## config.mk

```make
export PLATFORM = sky130hd
export DESIGN_NAME = uart_rxdma
export DESIGN_NICKNAME = d
export VERILOG_FILES = /design/src/rtl/uart_rxdma.sv
export SDC_FILE = /design/constraint.sdc
export NUM_CORES = 1
export LEC_CHECK = 0
export BUFFER_PORTS_ARGS = -buffer_cell sky130_fd_sc_hd__buf_2
export CAP_MARGIN = 5
export CORE_MARGIN = 2
export CORE_UTILIZATION = 50
export DETAILED_ROUTE_END_ITERATION = 10
export GPL_TIMING_DRIVEN = 0
export PLACE_DENSITY = 0.9
export SLEW_MARGIN = 40
export SYNTH_ARGS = -nofsm -noshare
export SYNTH_HDL_FRONTEND = slang
export SYNTH_SLANG_ARGS = --single-unit
```

## constraint.sdc

```tcl
create_clock -name clk -period 2.6 [get_ports clk]
set_input_delay 0.26 -clock clk [delete_from_list [all_inputs] [get_ports clk]]
set_output_delay 0.26 -clock clk [all_outputs]
set_load 0.1 [all_outputs]
```

## src/rtl/uart_rxdma.sv

```systemverilog
// uart_rxdma: UART receive DMA polling STAT/DATA and writing bytes to SRAM.
// Optional idle timeout is built when UART_RXDMA_TIMEOUT_EN is defined.
module uart_rxdma #(
  parameter int ADDR_BITS = 21,
  parameter int LEN_BITS  = 16,
  parameter int TMO_BITS  = 16
) (
  input  logic                 clk,
  input  logic                 resetn,
  input  logic                 start_i,
  input  logic                 abort_i,
  input  logic [ADDR_BITS-1:0] base_i,
  input  logic [LEN_BITS-1:0]  len_i,
  input  logic [TMO_BITS-1:0]  tmo_i,
  input  logic                 irq_ack_i,
  output logic                 busy_o,
  output logic                 done_o,
  output logic                 irq_o,
  output logic [LEN_BITS-1:0]  count_o,
  output logic                 err_o,
  output logic                 tmo_o,
  input  logic [7:0]           reg_d_i,
  output logic [7:0]           reg_d_o,
  output logic                 reg_rd_o,
  output logic                 reg_wr_o,
  output logic                 reg_cs_stat_o,
  output logic                 reg_cs_data_o,
  output logic                 mem_req_o,
  input  logic                 mem_ack_i,
  output logic [ADDR_BITS-1:0] mem_addr_o,
  output logic [7:0]           mem_wdata_o
);

  typedef enum logic [2:0] {
    S_IDLE,
    S_POLL,
    S_ECLR,
    S_READ,
    S_WRITE,
    S_DONE
  } state_t;

  state_t state_q, state_d;

  logic [ADDR_BITS-1:0] addr_q;
  logic [LEN_BITS-1:0]  rem_q;
  logic [LEN_BITS-1:0]  cnt_q;
  logic [7:0]           wdata_q;
  logic                 err_q;
  logic                 tmo_q;
  logic                 irq_q;
  logic                 abort_q;
  logic                 tmo_hit;

  logic stat_empty;
  logic stat_err;
  logic abort_any;
  logic start_ok;
  logic byte_done;
  logic unused_bits;

  assign stat_empty = reg_d_i[7];
  assign stat_err   = reg_d_i[5] | reg_d_i[4];
  assign abort_any  = abort_q | abort_i;
  assign start_ok   = (state_q == S_IDLE) && start_i;
  assign byte_done  = (state_q == S_WRITE) && mem_ack_i;

`ifdef UART_RXDMA_TIMEOUT_EN
  logic [TMO_BITS-1:0] idle_q;

  assign tmo_hit = (tmo_i != '0) &&
    (({1'b0, idle_q} + (TMO_BITS+1)'(1)) >= {1'b0, tmo_i});
  assign unused_bits = ^{reg_d_i[6], reg_d_i[3:0]};

  // idle counter: counts empty polls, cleared per byte and on start
  always_ff @(posedge clk) begin
    if (!resetn) begin
      idle_q <= '0;
    end else if (start_ok || byte_done) begin
      idle_q <= '0;
    end else if (state_q == S_POLL && !stat_err && stat_empty && !tmo_hit) begin
      idle_q <= idle_q + TMO_BITS'(1);
    end
  end
`else
  assign tmo_hit = 1'b0;
  assign unused_bits = ^{reg_d_i[6], reg_d_i[3:0], tmo_i};
`endif

  // state register
  always_ff @(posedge clk) begin
    if (!resetn) state_q <= S_IDLE;
    else         state_q <= state_d;
  end

  // next state and register/memory strobes
  always_comb begin
    state_d       = state_q;
    reg_rd_o      = 1'b0;
    reg_wr_o      = 1'b0;
    reg_cs_stat_o = 1'b0;
    reg_cs_data_o = 1'b0;
    mem_req_o     = 1'b0;
    done_o        = 1'b0;
    busy_o        = 1'b1;
    unique case (state_q)
      S_IDLE: begin
        busy_o = 1'b0;
        if (start_i) begin
          state_d = (len_i == '0) ? S_DONE : S_POLL;
        end
      end
      S_POLL: begin
        reg_cs_stat_o = 1'b1;
        reg_rd_o      = 1'b1;
        if (stat_err)        state_d = S_ECLR;
        else if (!stat_empty) state_d = S_READ;
        else if (tmo_hit)    state_d = S_DONE;
      end
      S_ECLR: begin
        reg_cs_stat_o = 1'b1;
        reg_wr_o      = 1'b1;
        state_d       = abort_any ? S_DONE : S_POLL;
      end
      S_READ: begin
        reg_cs_data_o = 1'b1;
        reg_rd_o      = 1'b1;
        state_d       = S_WRITE;
      end
      S_WRITE: begin
        mem_req_o = 1'b1;
        if (mem_ack_i) begin
          if (rem_q == LEN_BITS'(1)) state_d = S_DONE;
          else state_d = abort_any ? S_DONE : S_POLL;
        end
      end
      S_DONE: begin
        done_o  = 1'b1;
        state_d = S_IDLE;
      end
      default: state_d = S_IDLE;
    endcase
  end

  // transfer datapath, status flags and interrupt
  always_ff @(posedge clk) begin
    if (!resetn) begin
      addr_q  <= '0;
      rem_q   <= '0;
      cnt_q   <= '0;
      wdata_q <= '0;
      err_q   <= 1'b0;
      tmo_q   <= 1'b0;
      irq_q   <= 1'b0;
      abort_q <= 1'b0;
    end else begin
      if (start_ok) begin
        addr_q <= base_i;
        rem_q  <= len_i;
        cnt_q  <= '0;
        err_q  <= 1'b0;
        tmo_q  <= 1'b0;
      end
      if (state_q == S_POLL && stat_err) err_q <= 1'b1;
      if (state_q == S_POLL && !stat_err && stat_empty && tmo_hit)
        tmo_q <= 1'b1;
      if (state_q == S_READ) wdata_q <= reg_d_i;
      if (byte_done) begin
        addr_q <= addr_q + ADDR_BITS'(1);
        cnt_q  <= cnt_q + LEN_BITS'(1);
        rem_q  <= rem_q - LEN_BITS'(1);
      end
      if (state_q == S_DONE)          irq_q <= 1'b1;
      else if (irq_ack_i || start_ok) irq_q <= 1'b0;
      if (state_q == S_DONE || start_ok)         abort_q <= 1'b0;
      else if (abort_i && state_q != S_IDLE)     abort_q <= 1'b1;
    end
  end

  assign reg_d_o     = 8'h00;
  assign mem_addr_o  = addr_q;
  assign mem_wdata_o = wdata_q;
  assign count_o     = cnt_q;
  assign err_o       = err_q;
  assign tmo_o       = tmo_q;
  assign irq_o       = irq_q;

endmodule

```

-- Word-level counts from Yosys, hierarchy flattened
Index checks and enable logic that the tools add are counted.
- add/sub/neg operators: 3
- equality and inequality tests: 9
- mux-type cells: 25
- bitwise logic cells: 3
- reduce and logical (&&, ||, !) cells: 16
- operators with widths (cell ; number):
    2-to-1 mux 16 bit ; 4
    2-to-1 mux 21 bit ; 2
    adder 21 x 1 -> 21 bit, second input constant ; 1
    2-to-1 mux 3 bit ; 7
    adder 16 x 1 -> 16 bit, second input constant ; 1
    equality test 16 x 1 -> 1 bit, second input constant ; 1
    zero test 16 bit ; 1
    subtractor 16 x 1 -> 16 bit, second input constant ; 1
    case mux 3 bit (5 select lines) ; 1
    2-to-1 mux 1 bit ; 11
    equality test 3 x 2 -> 1 bit, second input constant ; 2
    equality test 3 bit, second input constant ; 2
    nonzero test 2 bit ; 3
    OR reduction 2 bit ; 3
    logical AND 1 bit ; 4
    inequality test 2 bit, second input constant ; 2
    equality test 3 x 1 -> 1 bit, second input constant ; 1
    zero test 3 bit ; 1
    inequality test 3 bit, second input constant ; 1
    AND reduction 3 bit ; 1
    nonzero test 3 bit ; 1
    logical OR 1 bit ; 2
    OR 1 bit ; 2
    NOT 1 bit ; 1
- bits in registers: 67
- input port bits: 67
- output and inout bits: 63
- word-level logic and storage cells: 64

-- Depth between registers and ports, before layout
Gate-level depths: netlist (run 1).
- word-level depth: 5
- gate-level depth with buffers: 7
- mapped depth without buffers: 6

-- Worst setup path before layout (run 1)
OpenSTA, ideal clock, no wires.
- path kind: register to register
- start point: reg state_q[2]
- end point: reg state_q[2]
- library setup time: 0.089 ns
- data arrival time: 3.647 ns
- data required time: 2.511 ns
- path slack: -1.136 ns
- stages on the path, launching flop included: 6
- buffers on the path: 1
- clock period less this slack: 3.736 ns
- cells stage by stage: dfxtp_1 clkbuf_1 nor3b_1 nand3_1 or2_2 a211oi_1
- cells in the longest elaborated chain, start to end: 3
- elaborated cells on any way between the ends: 10
- those cells by class: eq/ne: 7; mux: 1; reduce/logical: 2
- ends and longest elaborated chain (item ; line ; text):
    start, declared ; 43 ; state_t state_q, state_d;
    start signal, assigned ; 93 ; else state_q <= state_d;
    equality test 3 x 1 -> 1 bit, or another cell as far along ; 106 ; unique case (state_q)
    inequality test 3 bit (no source line) or inequality test 2 bit (tied branches) ; n/a ;
    AND reduction 3 bit (no source line) ; n/a ;
Several ways; a longest one is shown, not always the timed one.
A chain may end at the register's enable or synchronous reset.

-- Final worst setup path (run 1)
- start point: reg state_q[0]
- end point: reg rem_q[5]
- cells in the longest elaborated chain, start to end: 3
- elaborated cells on any way between the ends: 6
- those cells by class: eq/ne: 1; mux: 1; reduce/logical: 4
- ends and longest elaborated chain (item ; line ; text):
    equality test 3 bit or zero test 3 bit (tied branches) ; 66, 65 ;
    logical AND 1 bit (on tied branches) ; 66, 65 ;
    2-to-1 mux 16 bit or nonzero test 2 bit (tied branches) ; n/a ;
    end signal, assigned ; 159 ; rem_q <= len_i;
    end signal, assigned ; 171 ; rem_q <= rem_q - LEN_BITS'(1);
    end, declared ; 46 ; logic [LEN_BITS-1:0] rem_q;
Several ways; a longest one is shown, not always the timed one.

==> results of run 1 <==
[cell families (layout without fill, tap and decap cells)]
group,Yosys count,after routing
AND/OR/NAND/NOR,196,196
adder cells (fa/ha/maj),4,4
AO/OA/AOI/OAI,141,141
multiplexers,9,9
flip-flops,67,67
other,1,9
buffers and inverters,47,167
[sequential cells by signal (all words and copies together) (netlist names)]
register	cells
irq_o	1
mem_wdata_o	8
rem_q	16
count_o	16
abort_q	1
err_o	1
mem_addr_o	21
state_q	3
[worst max-delay path, delay by kind of cell, from the launching register on]
family,cells,cell delay [ns]
buffers and inverters,2,1.02
and+or+nand+nor,2,0.59
DFF,1,0.36
AOI/OAI and AO/OA,2,0.30
[per-stage QoR]
step	hold WS, ns	instance area [um2]	instances
detailed placement	0.4430	4399	676
CTS	0.1480	4561	692
finish	0.1521	4576	692
global route	0.1528	4576	692
floorplan	0.3584	3755	473
global placement	0.4404	4399	676
[path summary, 6_finish.rpt]
| kind | from | end | slack, ns | cells after the start |
|---|---|---|---|---|
| max | state_q[0] | rem_q[5] | 0.18 | 6 |
| min | reg_d_i[7] | state_q[1] | 0.15 | 2 |
| max reg2reg | state_q[0] | rem_q[5] | 0.18 | 6 |
| min reg2reg | mem_wdata_o[3] | mem_wdata_o[3] | 0.45 | 2 |
[layer usage]
layer	track usage (%)	up-vias
li1	-	1997
met1	37.65	1972
met2	46.55	261
met3	6.454	23
met4	11.79	0
met5	0	-
[synth_stat cells, drive strengths merged, types with 6 or more instances]
| cell type | n |
|---|---|
| or3 | 8 |
| nand2 | 48 |
| nor2 | 32 |
| inv | 8 |
| nor3 | 12 |
| nand3 | 29 |
| or4 | 11 |
| o21ai | 15 |
| a21oi | 42 |
| and2 | 6 |
| o211ai | 8 |
| a31oi | 20 |
| mux2i | 6 |
| nand4 | 11 |
| clkbuf | 19 |
| a22oi | 8 |
| buf | 20 |
| dfxtp | 67 |
| nor4 | 8 |
[area by class of cell]
| cell class | instances | area [um2] | area share, % |
|---|---|---|---|
| multi-input combinational | 359 | 2195 | 47.96 |
| sequential | 67 | 1348 | 29.45 |
| timing repair buffer | 104 | 525.5 | 11.48 |
| buffer | 39 | 192.7 | 4.211 |
| clock buffer | 11 | 131.4 | 2.871 |
| tap | 99 | 123.9 | 2.707 |
| clock inverter | 5 | 30.03 | 0.6563 |
| inverter | 8 | 30.03 | 0.6563 |
[timing repair]
action	CTS	global route
endpoints found under the hold margin	0	0
endpoints found under the setup margin	0	12
gates resized for setup	0	5
[power by group]
part           internal, uW  switching (uW)  leakage (uW)
registers              1080            65.7      0.000548
logic                   178             568       0.00127
clock network           342             419     0.0000791
==> qor.txt, run 1 <==
======================================================================================
Length of routed met3 wiring                                                   1234 um
Uppermost layer routed                                                            met4
Number of distinct standard cells referenced by the synthesized netlist             69
Highest Clock Rate                                                          0.4126 GHz
DR pass1 iterations                                                                  5
Synth Instances                                                                    465
Flip-flop and latch count after synthesis                                           67
Post-route setup slack                                                       0.1761 ns
Routed Wire Length                                                            11770 um
DRC violation count after routing                                                    0
Outcome                                                                   finished clean
Die outline area                                                          0.008130 mm2
Via density per instance                                                         6.146
Mux contribution to synthesized area                                            2.528%
I/O pin count                                                                      130
Fraction of the mapped netlist area in adder cells                              1.348%
First DRT Iteration DRCs                                                           437
Worst Setup End Kind                                                          register
Final count of hold timing violations                                                0
Clock-pin transition on the worst setup and hold timing paths                  0.07 ns
Worst-skew pair later-pin latency                                              0.35 ns
Hold buffer count at cts                                                             0
Post-detail-place hpwl                                                         8394 um
Largest net degree at the start of global routing                                   12
Average wire length per cell after detail routing                             17.01 um
Die Wd                                                                        90.17 um
RSZ-0062 raised after global routing                                               yes
Worst slew margin                                                               53.61%
Fraction of registers with async set or reset after synthesis                       0%
Count of endpoints failing setup in the final report                                 0
Sequential element share of the synthesized area                                36.13%
Wire length of the first global-routing pass                                  19240 um
Synth Area in XOR/XNOR                                                              0%
Height of the die                                                             90.17 um
Std-Cell Core Area                                                        0.007214 mm2
Fillcell total                                                                     678
Final #Nets                                                                        659
Synth Area in Compound Gates                                                    25.31%
Hold Crit Class                                                           primary input to register
Critical Path, Cell by Cell                                               nand4bb_1 -> clkbuf_1 -> buf_1 -> nor2_1 -> a22oi_1 -> a21oi_1
Dominant combinational cell family by area after synthesis                simple AND/OR/NAND/NOR gates
Share of the synthesized area in the top cell type                              36.13%
Biggest area contributors in the synthesized netlist                      sky130_fd_sc_hd__dfxtp_1 36%, sky130_fd_sc_hd__a21oi_1 5.7%, sky130_fd_sc_hd__nand2_1 4.9%, sky130_fd_sc_hd__nand3_1 3.9%, sky130_fd_sc_hd__a31oi_1 3.4%
Yosys warnings                                                                       0
EDFF count, synth                                                                    0
Row count                                                                           31
Period Utilization, post-route                                                  93.23%
Post-place setup slack                                                       0.1895 ns
CTS tree                                                                         built
Metal2 WL                                                                      5492 um
Core occupancy in the finished layout                                           63.42%
Total of max-cap violations                                                          0
Dominant synthesized flop cell                                            sky130_fd_sc_hd__dfxtp_1
Number of levels in the clock H-tree                                                 3
Power density over cell area                                              579.4 mW/mm2
Setup TNS Final                                                                   0 ns
Count of buffers inserted at the top-level ports                                   104
Post-synthesis simple-gate area fraction                                        28.65%
Number of vias after detailed routing                                             4253
Layout-stage area growth over the synthesis result                              23.26%
Initial Util                                                                    51.46%
Share of final-layout standard cells stronger than drive strength 1             27.49%
Crit path required time                                                        2.80 ns
Global router's overall resource usage                                          28.93%
Clock sink count                                                                    67
Leakage                                                                    0.001898 uW
Number of antenna violations at the first check in global routing                    0
Worst supply voltage drop on vdd                                           0.0003525 V
Power, Total                                                                   2651 uW
Total CTS buffers                                                                    9
Post-synth design cell area                                               0.003712 mm2
Last weighted congestion value of the routability-driven placer                 0.9328
Longest individual stage delay on the worst path                               0.56 ns
Largest fanout on the critical path                                                 10
Mean instance size in the synthesized netlist                                7.983 um2
Setup Buffers After CTS                                                              0
Number of nets with antenna violations after detailed routing                        0
Clock root buffer master                                                  sky130_fd_sc_hd__clkbuf_8
Startpoint kind of the worst setup timing path                                register
Top cell type by total area after synthesis                               sky130_fd_sc_hd__dfxtp_1
Type of the worst setup path                                              register to register
Number of buffers between clock root and the deepest sink                            2
Top library cells by usage in the layout, fill and taps aside             110 x sky130_fd_sc_hd__buf_2, 62 x sky130_fd_sc_hd__dfxtp_1, 48 x sky130_fd_sc_hd__nand2_1
Transition time at the pin with the least slew margin                        0.6906 ns
Max Transition Viols Final                                                           0
Routed length on met1                                                          4824 um
Grt ovf                                                                              0
Crit path arrival time                                                         2.63 ns
Final Skew                                                                  0.01236 ns
Most common cell after layout, fill and taps aside                        sky130_fd_sc_hd__buf_2
Diodes inserted                                                                      0
Post-layout minimum cycle time                                                2.424 ns
Vias in the first global route                                                    3904
Slowest-stage cell, CP                                                    sky130_fd_sc_hd__buf_1
======================================================================================
No activity file was read; power rests on OpenSTA's default activity.
==> inputs of run 2 (changes only) <==
--- a/config.mk
+++ b/config.mk
@@ -11,7 +11,7 @@
 export CORE_UTILIZATION = 50
 export DETAILED_ROUTE_END_ITERATION = 10
 export GPL_TIMING_DRIVEN = 0
-export PLACE_DENSITY = 0.9
+export PLACE_DENSITY = 0.8
 export SLEW_MARGIN = 40
 export SYNTH_ARGS = -nofsm -noshare
 export SYNTH_HDL_FRONTEND = slang
==> qor.txt, run 2 (same netlist as run 1, synthesis figures left out) <==
==================================================================================
Outcome                                                               finished clean   unchanged
Clock-pin transition on the worst setup and hold timing paths              0.08 ns   was 0.07 ns
Count of endpoints failing setup in the final report                             0   unchanged
Period Utilization, post-route                                              95.90%   was 93.23%
Height of the die                                                         90.17 um   unchanged
Max FFs per register                                                            21   unchanged
Final-layout worst hold slack                                            0.1538 ns   was 0.1521 ns
Post-detail-place hpwl                                                     8481 um   was 8394 um
Crit path arrival time                                                     2.78 ns   was 2.63 ns
Std-Cell Core Area                                                    0.007214 mm2   unchanged
I/O pin count                                                                  130   unchanged
Layout-stage area growth over the synthesis result                          25.14%   was 23.26%
Average wire length per cell after detail routing                         17.32 um   was 17.01 um
Routed Wire Length                                                        11990 um   was 11770 um
Post-layout minimum cycle time                                            2.493 ns   was 2.424 ns
Initial Util                                                                51.46%   unchanged
Leakage                                                                0.001928 uW   was 0.001898 uW
Die Wd                                                                    90.17 um   unchanged
Most frequent cell on the critical path                               sky130_fd_sc_hd__clkbuf_1
Worst slew margin                                                           46.06%   was 53.61%
Number of antenna violations at the first check in global routing                0   unchanged
Final Skew                                                             0.009800 ns   was 0.01236 ns
Max Transition Viols Final                                                       0   unchanged
Hold Crit Class                                                       primary input to register   unchanged
Worst supply voltage drop on vdd                                       0.0003482 V   was 0.0003525 V
Power density over cell area                                          630.5 mW/mm2   was 579.4 mW/mm2
Die outline area                                                      0.008130 mm2   unchanged
Worst Setup End Kind                                                      register   unchanged
Diodes inserted                                                                  0   unchanged
Top library cells by usage in the layout, fill and taps aside         110 x sky130_fd_sc_hd__buf_2, 62 x sky130_fd_sc_hd__dfxtp_1, 48 x sky130_fd_sc_hd__nand2_1   unchanged
Transition time at the pin with the least slew margin                    0.8062 ns   was 0.6906 ns
Worst-skew pair later-pin latency                                          0.36 ns   was 0.35 ns
Number of nets with antenna violations after detailed routing                    0   unchanged
Grt ovf                                                                          0   unchanged
Share of final-layout standard cells stronger than drive strength 1         27.49%   unchanged
Crit path required time                                                    2.89 ns   was 2.80 ns
Highest Clock Rate                                                      0.4010 GHz   was 0.4126 GHz
CTS tree                                                                     built   unchanged
Type of the worst setup path                                          register to register   unchanged
Startpoint kind of the worst setup timing path                            register   unchanged
Most common cell after layout, fill and taps aside                    sky130_fd_sc_hd__buf_2   unchanged
Hold buffer count at cts                                                         0   unchanged
Post-place setup slack                                                  0.09533 ns   was 0.1895 ns
Via density per instance                                                     6.110   was 6.146
Total of max-cap violations                                                      0   unchanged
Global router's overall resource usage                                      29.04%   was 28.93%
Number of buffers between clock root and the deepest sink                        2   unchanged
Last weighted congestion value of the routability-driven placer             0.9443   was 0.9328
Slowest-stage cell, CP                                                sky130_fd_sc_hd__nor2_1   was sky130_fd_sc_hd__buf_1
Number of levels in the clock H-tree                                             3   unchanged
Count of buffers inserted at the top-level ports                               104   unchanged
Clock sink count                                                                67   unchanged
Largest net degree at the start of global routing                               13   was 12
Post-route setup slack                                                   0.1065 ns   was 0.1761 ns
Critical Path, Cell by Cell                                           clkbuf_1 -> nor4bb_1 -> clkbuf_1 -> nor2_1 -> buf_2 -> o21ai_0 -> a21oi_1   was nand4bb_1 -> clkbuf_1 -> buf_1 -> nor2_1 -> a22oi_1 -> a21oi_1
Longest individual stage delay on the worst path                           0.68 ns   was 0.56 ns
Number of vias after detailed routing                                         4228   was 4253
Clock root buffer master                                              sky130_fd_sc_hd__clkbuf_8   unchanged
DR pass1 iterations                                                              5   unchanged
First DRT Iteration DRCs                                                       334   was 437
Final count of hold timing violations                                            0   unchanged
Largest fanout on the critical path                                             10   unchanged
Wire length of the first global-routing pass                              19160 um   was 19240 um
Row count                                                                       31   unchanged
Vias in the first global route                                                3864   was 3904
Total CTS buffers                                                                9   unchanged
DRC violation count after routing                                                0   unchanged
Final #Nets                                                                    659   unchanged
==================================================================================
run 2: changes by cell type in the layout (fill, tap and decap cells not counted), sizes merged:
cell / before / now
buf: 121 / 122
bufinv: 0 / 2
clkbuf: 33 / 32
clkinv: 3 / 0
inv: 8 / 9
run 2: area by class of cell:
type | count | area, um2
inverters | 8 | 30.03
repair buffers | 104 | 525.5
plain buffers | 39 | 191.4
fillers | 658 | 2569
clock inverters | 5 | 83.83
flip-flops and latches | 67 | 1348
well taps | 99 | 123.9
clock buffers | 11 | 151.4
multi-input cells | 359 | 2192
run 2: path summary, 6_finish.rpt:
kind,from,depth (start not counted),end,slack [ns]
max,state_q[1],7,mem_addr_o[4],0.11
min reg2reg,mem_wdata_o[0],2,mem_wdata_o[0],0.45
min,base_i[9],3,mem_addr_o[9],0.15
max reg2reg,state_q[1],7,mem_addr_o[4],0.11
run 2: timing repair:
item / CTS / global route
endpoints found under the setup margin: 0 / 11
setup buffers: 0 / 0
gates resized for setup: 0 / 3
hold endpoints to repair: 0 / 0
run 2: report_power, final:
part | total, uW | switching, uW | leakage [uW] | internal [uW]
combinational | 745 | 568 | 0.00127 | 177
clock | 1040 | 440 | 0.000112 | 596
sequential | 1150 | 69.0 | 0.000548 | 1080
run 2: worst max-delay path: cells and delay by family, from the launching register on:
family | cells | cell delay [ns]
AO/OA/AOI/OAI | 2 | 0.26
buffers and inverters | 3 | 1.02
flip-flops | 1 | 0.34
AND/OR/NAND/NOR | 2 | 0.80
run 2: metrics by stage:
stage                     TNS [ns]  total power [uW]  std cells  cell area [um2]  util, %
after detailed placement         0              1902        676             4399    60.98
after global routing      -0.02395              3018        692             4646    64.39
after floorplan           -0.02955              1724        473             3755        -
after CTS                        0              2911        692             4634    64.24
final                            0              2929        692             4646    64.39
after global placement           0              1888        676             4399    60.98
run 2: metal layers:
layer	global-route usage, %	wire (um)	up-vias
met1	37.89	4935	1953
li1	-	-	1998
met2	46.80	5488	244
met3	6.957	1266	33
met5	0	0	-
met4	10.64	295	0
==> inputs of run 3 (changes only) <==
--- a/config.mk
+++ b/config.mk
@@ -12,6 +12,7 @@
 export DETAILED_ROUTE_END_ITERATION = 10
 export GPL_TIMING_DRIVEN = 0
 export PLACE_DENSITY = 0.8
+export SETUP_SLACK_MARGIN = 0.15
 export SLEW_MARGIN = 40
 export SYNTH_ARGS = -nofsm -noshare
 export SYNTH_HDL_FRONTEND = slang
==> qor.txt, run 3 (same netlist as run 1, synthesis figures left out) <==
==================================================================================
Outcome                                                               finished clean   unchanged
First DRT Iteration DRCs                                                       387   was 334
Worst Setup End Kind                                                      register   unchanged
Setup slack of the worst register-to-register path                         0.27 ns   was 0.11 ns
Final count of hold timing violations                                            0   unchanged
Max FFs per register                                                            21   unchanged
Average wire length per cell after detail routing                         17.21 um   was 17.32 um
Post-Place Cell Area                                                  0.004424 mm2   was 0.004399 mm2
Grt ovf                                                                          0   unchanged
Share of final-layout standard cells stronger than drive strength 1         29.68%   was 27.49%
I/O pin count                                                                  130   unchanged
Die Wd                                                                    90.17 um   unchanged
Last weighted congestion value of the routability-driven placer             0.9265   was 0.9443
Layout-stage area growth over the synthesis result                          25.24%   was 25.14%
Power density over cell area                                          605.2 mW/mm2   was 630.5 mW/mm2
Global router's overall resource usage                                      28.45%   was 29.04%
Count of endpoints failing setup in the final report                             0   unchanged
Fraction of met1 tracks used by global routing                              37.43%   was 37.89%
GR peak layer                                                                 met2   unchanged
Routed Wire Length                                                        11910 um   was 11990 um
Top library cells by usage in the layout, fill and taps aside         110 x sky130_fd_sc_hd__buf_2, 55 x sky130_fd_sc_hd__dfxtp_1, 47 x sky130_fd_sc_hd__nand2_1   was 110 x sky130_fd_sc_hd__buf_2, 62 x sky130_fd_sc_hd__dfxtp_1, 48 x sky130_fd_sc_hd__nand2_1
Worst Hold Depth                                                                 2   was 3
Worst supply voltage drop on vdd                                       0.0003389 V   was 0.0003482 V
Number of nets with antenna violations after detailed routing                    0   unchanged
Count of buffers inserted at the top-level ports                               104   unchanged
Design Area, Final                                                    0.004649 mm2   was 0.004646 mm2
Clock sink count                                                                67   unchanged
Diodes inserted                                                                  0   unchanged
Vias in the first global route                                                3674   was 3864
Crit path arrival time                                                     2.60 ns   was 2.78 ns
Clock-pin transition on the worst setup and hold timing paths              0.08 ns   about the same
Height of the die                                                         90.17 um   unchanged
DRC violation count after routing                                                0   unchanged
Crit path required time                                                    2.88 ns   was 2.89 ns
R2R Path End                                                            count_o[6]   was mem_addr_o[4]
Clock root buffer master                                              sky130_fd_sc_hd__clkbuf_8   unchanged
Number of vias after detailed routing                                         4220   was 4228
Setup TNS Final                                                               0 ns   unchanged
Largest net degree at the start of global routing                               12   was 13
Source of the worst hold timing path                                    reg_d_i[7]   was base_i[9]
Wire length of the first global-routing pass                              18620 um   was 19160 um
Via density per instance                                                     6.098   was 6.110
Number of levels in the clock H-tree                                             3   unchanged
Total of max-cap violations                                                      0   unchanged
Total CTS buffers                                                                9   unchanged
DR pass1 iterations                                                              5   unchanged
End point of the most critical hold path                                state_q[1]   was mem_addr_o[9]
Start of the worst register-to-register path                            state_q[1]   unchanged
Initial Util                                                                51.46%   unchanged
Die outline area                                                      0.008130 mm2   unchanged
Worst-skew pair later-pin latency                                          0.35 ns   was 0.36 ns
Core occupancy in the finished layout                                       64.45%   was 64.39%
Number of antenna violations at the first check in global routing                0   unchanged
CTS tree                                                                     built   unchanged
Transition time at the pin with the least slew margin                    0.7452 ns   was 0.8062 ns
Post-layout minimum cycle time                                            2.326 ns   was 2.493 ns
Post-detail-place hpwl                                                     8452 um   was 8481 um
Row count                                                                       31   unchanged
Worst-case reg-to-reg path depth                                                 7   unchanged
Final Skew                                                             0.008786 ns   was 0.009800 ns
Worst slew margin                                                           50.32%   was 46.06%
Period Utilization, post-route                                              89.47%   was 95.90%
Type of the worst setup path                                          register to register   unchanged
RSZ-0062 raised after global routing                                            no
Leakage                                                                0.001924 uW   was 0.001928 uW
Number of buffers between clock root and the deepest sink                        2   unchanged
Setup Buffers After CTS                                                          0   unchanged
Max Transition Viols Final                                                       0   unchanged
Most common cell after layout, fill and taps aside                    sky130_fd_sc_hd__buf_2   unchanged
Std-Cell Core Area                                                    0.007214 mm2   unchanged
Met2 GRT Util                                                               46.37%   was 46.80%
Largest fanout on the critical path                                             10   unchanged
Hold Crit Class                                                       primary input to register   unchanged
Fillcell total                                                                 666   was 658
Global Route met3 Usage                                                     5.616%   was 6.957%
Final #Nets                                                                    659   unchanged
Highest Clock Rate                                                      0.4299 GHz   was 0.4010 GHz
Startpoint kind of the worst setup timing path                            register   unchanged
==================================================================================
[run 3: worst max-delay path by stage]
stage                     from       endpoint  slack, ns  cells past startpoint
floorplan           state_q[0]  reg_cs_data_o       0.24                      5
global placement    state_q[1]      rem_q[13]       0.14                      6
detailed placement  state_q[1]      rem_q[13]       0.12                      6
CTS                 state_q[1]  reg_cs_data_o       0.14                      5
global route        state_q[2]  reg_cs_stat_o       0.18                      6
finish              state_q[1]     count_o[6]       0.27                      7
[run 3: cell type report]
type	instances	area, um2	area share [%]
Multi-Input combinational cell	359	2205	47.42
Sequential cell	67	1361	29.28
Timing Repair Buffer	104	525.5	11.30
Buffer	39	196.4	4.225
Clock buffer	12	156.4	3.364
Tap cell	99	123.9	2.664
Clock inverter	4	47.55	1.023
Inverter	8	33.78	0.7266
[run 3: timing repair]
action / in CTS / in global routing
gates resized for setup: 4 / 7
hold buffers: 0 / 0
endpoints found under the setup margin: 11 / 17
[run 3: metrics by stage]
stage          power, uW  setup slack (ns)  instances  hold slack, ns
2_1_floorplan       1727            0.2395        473          0.3584
3_3_place_gp        1892            0.1369        676          0.4412
3_5_place_dp        1904            0.1156        676          0.4483
4_1_cts             2806            0.1440        692          0.1461
5_1_grt             2909            0.1846        692          0.1515
6_report            2814            0.2739        692          0.1552
[run 3: critical path: stages, from the launching register on]
cell	delay (ns)
sky130_fd_sc_hd__dfxtp_1	0.31
sky130_fd_sc_hd__clkbuf_2	0.20
sky130_fd_sc_hd__nor4bb_1	0.34
sky130_fd_sc_hd__clkbuf_1	0.43
sky130_fd_sc_hd__buf_2	0.36
sky130_fd_sc_hd__buf_2	0.30
sky130_fd_sc_hd__nand4b_1	0.15
sky130_fd_sc_hd__a21oi_1	0.17
[run 3: routing by layer]
layer	up-vias	part of all wire, %
met5	-	0
met4	0	2.6
met3	28	9.8
met2	230	45
met1	1964	42
li1	1998	-
[run 3: where the power goes]
part	leakage, uW	switching, uW	internal (uW)
clock network	0.000101	417	499
logic	0.00127	569	180
registers	0.000551	67.7	1080
total	0.00192	1050	1760
